## src/rtl/pipe_skid_stage_if.sv

```systemverilog
// Handshake bundle for pipe_skid_stage: upstream (in_*) and downstream (out_*)
// valid/ready channels sharing one payload width.
interface pipe_skid_stage_if #(
   parameter int DATA_W = 32
);
   logic              in_valid;
   logic              in_ready;
   logic [DATA_W-1:0] in_data;
   logic              out_valid;
   logic              out_ready;
   logic [DATA_W-1:0] out_data;

   // environment side: produces upstream entries, consumes downstream entries
   modport master (
      output in_valid, in_data, out_ready,
      input  in_ready, out_valid, out_data
   );

   // stage side
   modport slave (
      input  in_valid, in_data, out_ready,
      output in_ready, out_valid, out_data
   );
endinterface

```

## src/rtl/pipe_skid_stage.sv

```systemverilog
// One-cycle pipeline stage with optional two-entry skid buffer.
// SKID=1: in_ready comes straight from a flop, so upstream timing is cut from
//         out_ready/stall/flush; a second (skid) entry absorbs the in-flight word.
// SKID=0: single register, in_ready is combinational from downstream.
// out_data always comes from the main register; the skid register only refills it.
module pipe_skid_stage #(
   parameter int              DATA_W       = 32,
   parameter int              SKID         = 1,
   parameter int              CLR_ON_FLUSH = 1,
   parameter logic [DATA_W-1:0] RST_VAL    = '0
) (
   input  logic               clk,
   input  logic               rst,
   input  logic               flush,
   input  logic               stall,
   pipe_skid_stage_if.slave   bus,
   output logic [1:0]         occ
);

   // state encoding doubles as the occupancy count
   typedef enum logic [1:0] {
      EMPTY = 2'd0,
      ONE   = 2'd1,
      FULL  = 2'd2
   } state_e;

   state_e              state_q, state_d;
   logic [DATA_W-1:0]   main_q, main_d;
   logic [DATA_W-1:0]   skid_q, skid_d;
   logic                in_ready_q, in_ready_d;
   logic                in_ready;
   logic                out_valid;
   logic                enq;
   logic                deq;

   assign out_valid = (state_q != EMPTY);
   // SKID=0 can hand its slot over in the same cycle it is drained
   assign in_ready  = (SKID != 0) ? in_ready_q
                                  : (!out_valid || (bus.out_ready && !stall));

   assign enq = bus.in_valid && in_ready && !flush;
   assign deq = out_valid && bus.out_ready && !stall && !flush;

   assign bus.in_ready  = in_ready;
   assign bus.out_valid = out_valid;
   assign bus.out_data  = main_q;
   assign occ           = state_q;

   // state register; reset beats flush and everything else
   always_ff @(posedge clk) begin
      if (rst) begin
         state_q    <= EMPTY;
         main_q     <= RST_VAL;
         skid_q     <= RST_VAL;
         in_ready_q <= 1'b1;
      end else begin
         state_q    <= state_d;
         main_q     <= main_d;
         skid_q     <= skid_d;
         in_ready_q <= in_ready_d;
      end
   end

   // next-state and datapath steering; flush discards both entries
   always_comb begin
      state_d = state_q;
      main_d  = main_q;
      skid_d  = skid_q;
      if (flush) begin
         state_d = EMPTY;
         if (CLR_ON_FLUSH != 0) begin
            main_d = RST_VAL;
            skid_d = RST_VAL;
         end
      end else begin
         case (state_q)
            EMPTY: begin
               if (enq) begin
                  state_d = ONE;
                  main_d  = bus.in_data;
               end
            end
            ONE: begin
               if (enq && deq) begin
                  main_d = bus.in_data;
               end else if (enq && (SKID != 0)) begin
                  // downstream did not take the head: park the newcomer
                  state_d = FULL;
                  skid_d  = bus.in_data;
               end else if (deq) begin
                  state_d = EMPTY;
               end
            end
            FULL: begin
               // in_ready is low here, so only the skid->main move can happen
               if (deq) begin
                  state_d = ONE;
                  main_d  = skid_q;
               end
            end
            default: state_d = EMPTY;
         endcase
      end
      in_ready_d = (state_d != FULL);
   end

   // the single-register variant must never reach the second entry
   always_ff @(posedge clk) begin
      if (!rst) assert ((SKID != 0) || (state_q != FULL));
   end

endmodule

```

## src/flat_wrapper.sv

```systemverilog
// flat-port wrapper written by rule: the top's interface ports become plain ports
module pipe_skid_stage_flat 
#(
   parameter int              DATA_W       = 32,
   parameter int              SKID         = 1,
   parameter int              CLR_ON_FLUSH = 1,
   parameter logic [DATA_W-1:0] RST_VAL    = '0
)
  (clk, rst, flush, stall, occ, bus_in_valid, bus_in_data, bus_out_ready, bus_in_ready, bus_out_valid, bus_out_data);
  pipe_skid_stage_if #(.DATA_W(DATA_W)) bus_i ();
  input  logic clk;
  input  logic rst;
  input  logic flush;
  input  logic stall;
  output logic [1:0] occ;
  input wire logic [$bits(bus_i.in_valid)-1:0] bus_in_valid;
  input wire logic [$bits(bus_i.in_data)-1:0] bus_in_data;
  input wire logic [$bits(bus_i.out_ready)-1:0] bus_out_ready;
  output wire logic [$bits(bus_i.in_ready)-1:0] bus_in_ready;
  output wire logic [$bits(bus_i.out_valid)-1:0] bus_out_valid;
  output wire logic [$bits(bus_i.out_data)-1:0] bus_out_data;
  assign bus_i.in_valid = bus_in_valid;
  assign bus_i.in_data = bus_in_data;
  assign bus_i.out_ready = bus_out_ready;
  assign bus_in_ready = bus_i.in_ready;
  assign bus_out_valid = bus_i.out_valid;
  assign bus_out_data = bus_i.out_data;
  pipe_skid_stage #(.DATA_W(DATA_W), .SKID(SKID), .CLR_ON_FLUSH(CLR_ON_FLUSH), .RST_VAL(RST_VAL)) u_core (.clk(clk), .rst(rst), .flush(flush), .stall(stall), .bus(bus_i), .occ(occ));
endmodule
```

## config.mk

```make
export PLATFORM = sky130hd
export DESIGN_NAME = pipe_skid_stage_flat
export DESIGN_NICKNAME = d
export VERILOG_FILES = /design/src/rtl/pipe_skid_stage_if.sv /design/src/rtl/pipe_skid_stage.sv /design/src/flat_wrapper.sv
export SDC_FILE = /design/constraint.sdc
export NUM_CORES = 1
export LEC_CHECK = 0
export CAP_MARGIN = 0
export CORE_ASPECT_RATIO = 1.4
export CORE_UTILIZATION = 32
export DETAILED_ROUTE_END_ITERATION = 8
export PLACE_DENSITY = 0.6
export REMOVE_ABC_BUFFERS = 1
export SLEW_MARGIN = 20
export SYNTH_ARGS = -nofsm -noshare
export SYNTH_HDL_FRONTEND = slang
export SYNTH_SLANG_ARGS = --single-unit
```

## constraint.sdc

```tcl
create_clock -name clk -period 3 [get_ports clk]
set_clock_uncertainty 0.2 [all_clocks]
set_input_delay 0.45 -clock clk [delete_from_list [all_inputs] [get_ports clk]]
set_output_delay 0.45 -clock clk [all_outputs]
set_load 0.01 [all_outputs]
```

After elaboration in Yosys (flattened, before gate mapping):

Index checks and enable logic that the tools add are counted.

* register bits after elaboration: 67
* bits of input ports: 38
* output and inout port bits: 36
* word-level logic and storage cells: 36

* equality and inequality tests: 6
* multiplexer cells: 11
* bitwise gates (word level): 1
* reduce and logical (&&, ||, !) cells: 14

Operators by type and width (number)
* $mux 32: 3
* $pmux 32 s3: 1
* $mux 2: 6
* $logic_and 1x1->1: 6
* $ne 2x1->1 const B: 3
* $pmux 2 s3: 1
* $reduce_and 4->1: 1
* $reduce_and 3->1: 1
* $reduce_bool 3->1: 1
* $eq 2x1->1 const B: 1
* $eq 2x2->1 const B: 1
* $logic_not 1->1: 2
* $logic_not 2->1: 1
* $ne 2x2->1 const B: 1
* $reduce_bool 2->1: 1
* $reduce_or 2->1: 1
* $not 1->1: 1

Longest topological paths before layout:

* depth after elaboration: 10
* depth in mapped cells: 7
* gate-level depth less buffers: 4

Least setup slack after synthesis:

No wires, ideal clock.

* path type: input-to-reg
* start: input port flush
* end: register u_core.main_q[10] (netlist: u_core.bus.out_data[10])
* library setup time: 0.146 ns
* arrival time: 1.519 ns
* required time: 2.654 ns
* path slack: 1.135 ns
* cell stages on the path: 5
* path buffers: 2
* cells stage by stage: or3b_1 buf_2 a2bb2oi_4 buf_4 a211oi_2

* word-level cells in the longest chain between the ends: 5
* elaborated cells between the ends (all ways): 9
* classes of those cells: eq/ne: 3; reduce/logical: 6

Ends and longest elaborated chain
* start, declared: line flat_wrapper.sv:13 `input logic flush;`
* $logic_not 1->1: line pipe_skid_stage.sv:41, pipe_skid_stage.sv:42
* $logic_and 1x1->1, on equally long branches: line pipe_skid_stage.sv:41, pipe_skid_stage.sv:42
* $logic_and 1x1->1: line pipe_skid_stage.sv:84 `if (enq && deq) begin`
* $ne 2x1->1 (no line)
* $reduce_and 4->1 (no line)
* end signal, assigned: line pipe_skid_stage.sv:58 `main_q <= main_d;`
* end, declared: line pipe_skid_stage.sv:28 `logic [DATA_W-1:0] main_q, main_d;`

Several ways; a longest one is shown, not always the timed one.
A chain may end at the register's enable or synchronous reset.

Final worst setup path:

* start: input port flush
* end: register u_core.main_q[18] (netlist: u_core.bus.out_data[18])

The elaborated chain is that of the path after synthesis.

==> results.sh <==
export IMPL_crit_chain="clkdlybuf4s50_1, or3b_1, a2bb2oi_4, buf_12, nor2_1, a211oi_2"
export IMPL_fin_util_pct=45.42
export IMPL_core_area_sq_um=8608
export IMPL_synth_area_mux_share_pct=11.24
export IMPL_finalPower_uw=2092
export IMPL_vdd_drop_max_mv=0.2825
export IMPL_worst_setup_path_end_kind="flip-flop"
export IMPL_dr_pass1_iters=4
export IMPL_cts_buffer_depth=2
export IMPL_grt_max_degree=65
export IMPL_grt_pass1_wl_um=9798
export IMPL_p_leak_uw=0.001496
export IMPL_vias_per_cell=4.767
export IMPL_start_util_pct=33.11
export IMPL_cts_tree="built"
export IMPL_gp_congestion=0.7002
export IMPL_htreeDepth=3
export IMPL_yosys_warnings=0
export IMPL_relSlewSlack_pct=63.96
export IMPL_crit_family="buffers and inverters"
export IMPL_syn_area_sq_um=2850
export IMPL_vias=2274
export IMPL_cts_root_buf="clkbuf_16"
export IMPL_numPortBuffers=73
export IMPL_syn_to_final_growth_pct=37.18
export IMPL_synth_compound_area_share_pct=21.25
export IMPL_synthSimpleGateAreaFrac_pct=15.36
export IMPL_place_area_sq_um=3636
export IMPL_finalCriticalPeriod_ns=2.240
export IMPL_dp_hpwl_um=3661
export IMPL_yosysSeqAreaShare_pct=47.06
export IMPL_maxSlewViolCount=0
export IMPL_drt_wl_total_um=6054
export IMPL_cts_hold_buf=0
export IMPL_arrival_ns=2.28
export IMPL_drt_iter0_drc=94
export IMPL_synth_xor_area_share_pct=0
export IMPL_cpPeakStageDelay_ns=0.52
export IMPL_die_y_um=113.7
export IMPL_rows=40
export IMPL_clock_sinks=67
export IMPL_avgSynthCellArea_sq_um=9.407
export IMPL_synthAdderAreaFrac_pct=0
export IMPL_drive_gt1_share_pct=13.98
export IMPL_final_nets=405
export IMPL_synth_top_family_by_area="compound AO/OA/AOI/OAI gates"
export IMPL_wire_per_inst_um=12.69
export IMPL_cts_made_buffers=9
export IMPL_overflow=0
export IMPL_status="complete, no violations"
export IMPL_finalHoldViolCount=0
export IMPL_grt_pass1_vias=2064
export IMPL_die_w_um=81.76
export IMPL_cts_resized=0
export IMPL_drtAntennaViolNets=0
export IMPL_min_period_over_period_pct=74.68
export IMPL_rsz0062_at_grt="no"
export IMPL_antenna_cells=0
export IMPL_clk_latency_ns=0.32
export IMPL_design_area_sq_um=3910
export IMPL_synth_seq_cells=67
export IMPL_cp_required_ns=3.04
export IMPL_synth_distinct_cells=24
export IMPL_dieArea_sq_um=9293
export IMPL_fmax_mhz=446.3
export IMPL_synth_cells=303
export IMPL_tightestPinTransition_ns=0.5406
export IMPL_maxCapViolations=0
export IMPL_power_density_nw_per_um2=535.0
export IMPL_cp_max_fo=64
export IMPL_grt_use_total_pct=13.87
export IMPL_worst_setup_path_start_kind="input pin"
export IMPL_finalSetupViolCount=0
export IMPL_ios=74
export IMPL_critical_path_class="in -> reg"
export IMPL_fin_setup_tns_ns=0
export IMPL_antenna_found_initial=0
export IMPL_crit_slowest_cell="or3b_1"
export IMPL_hold_class="reg -> reg"
export IMPL_drc=0
export IMPL_post_cts_buffers=0
export IMPL_worst_path_buf_inv=2
export IMPL_path_clk_slew_ns=0.05
-- cells by family (layout without fill, tap and decap cells) --
group                  Yosys count  in the layout
AND/OR/NAND/NOR                108            108
AO/OA/AOI/OAI                   70             70
flip-flops                      67             67
multiplexers                    32             32
buffers and inverters           26             95
-- layout by cell type, fill, tap and decap left out, drive strengths merged --
cell / instances
a211oi: 33
a21oi: 33
a2bb2oi: 1
and3: 1
and4bb: 1
buf: 5
clkbuf: 14
clkdlybuf4s50: 73
clkinv: 2
dfxtp: 67
inv: 1
mux2i: 32
nand2: 66
nand2b: 1
nand3: 1
nor2: 32
nor2b: 2
o211ai: 1
o21ba: 1
o32ai: 1
or2: 2
or3: 1
or3b: 1
-- where the power goes --
part           internal (uW)  total [uW]  switching, uW  leakage [uW]
Combinational            110         212            102      0.000817
Clock                    602         962            360      0.000137
Sequential               909         918           9.45      0.000542
-- synthesized netlist by cell type --
cell type	number	area, sq um
o211ai_1	1	7.510
and3_1	1	6.260
nand2_1	66	247.7
clkbuf_1	8	30.03
a211oi_1	5	37.54
dfxtp_1	67	1341
nor2b_1	2	12.51
a2bb2oi_4	1	26.28
buf_6	3	33.78
o32ai_1	1	8.760
nand2b_1	1	6.260
mux2i_1	32	320.3
or3_1	1	6.260
inv_1	1	3.750
a211oi_2	28	350.3
o21ba_2	1	10.01
a21oi_1	33	165.2
and4bb_2	1	12.51
buf_4	3	22.52
or3b_1	1	8.760
buf_2	11	55.05
nor2_1	32	120.1
nand3_1	1	5.000
or2_2	2	12.51
-- worst paths after layout --
check,depth (start not counted),start,slack [ns],to
min,2,u_core.skid_q[30]$_SDFFE_PP0P_,0.25,u_core.skid_q[30]$_SDFFE_PP0P_
max,6,flush,0.76,u_core.bus.out_data[18]$_SDFFE_PP0P_
max reg2reg,4,u_core.occ[0]$_SDFF_PP0_,0.95,u_core.bus.out_data[18]$_SDFFE_PP0P_
min reg2reg,2,u_core.skid_q[30]$_SDFFE_PP0P_,0.25,u_core.skid_q[30]$_SDFFE_PP0P_
-- registers in the layout, indices dropped and copies added (netlist names) --
name / cells
u_core.bus.out_data: 32
u_core.skid_q: 32
u_core.occ: 2
u_core.bus.in_ready: 1
-- worst reg2reg max path: cells and delay by family, from the launching register on --
kind / cells / cell delay (ns)
buf+inv: 1 / 0.47
flops: 1 / 0.44
simple gates: 1 / 0.42
mux: 1 / 0.29
compound gates: 1 / 0.09
-- routing by layer --
layer,GRT usage (%),wire length [um]
met4,7.602,173
met3,3.840,317
met1,17.42,2818
met5,0,0
met2,21.10,2744
-- final cells by class --
cell class,count,area (sq um)
Inverter,1,3.754
Clock buffer,14,264.0
Sequential cell,67,1341
Multi-Input combinational cell,210,1366
Clock inverter,2,10.01
Timing Repair Buffer,78,793.3
Fill cell,843,4698
Tap cell,105,131.4
-- stage by stage --
step	hold slack, ns	setup slack, ns	cells
3_5_place_dp	0.2456	0.4445	461
3_3_place_gp	0.2408	0.4835	461
5_1_grt	0.2715	0.6225	477
6_report	0.2519	0.7595	477
4_1_cts	0.2524	0.7789	477
2_1_floorplan	0.2357	0.4090	278
No activity file was read; power rests on OpenSTA's default activity.
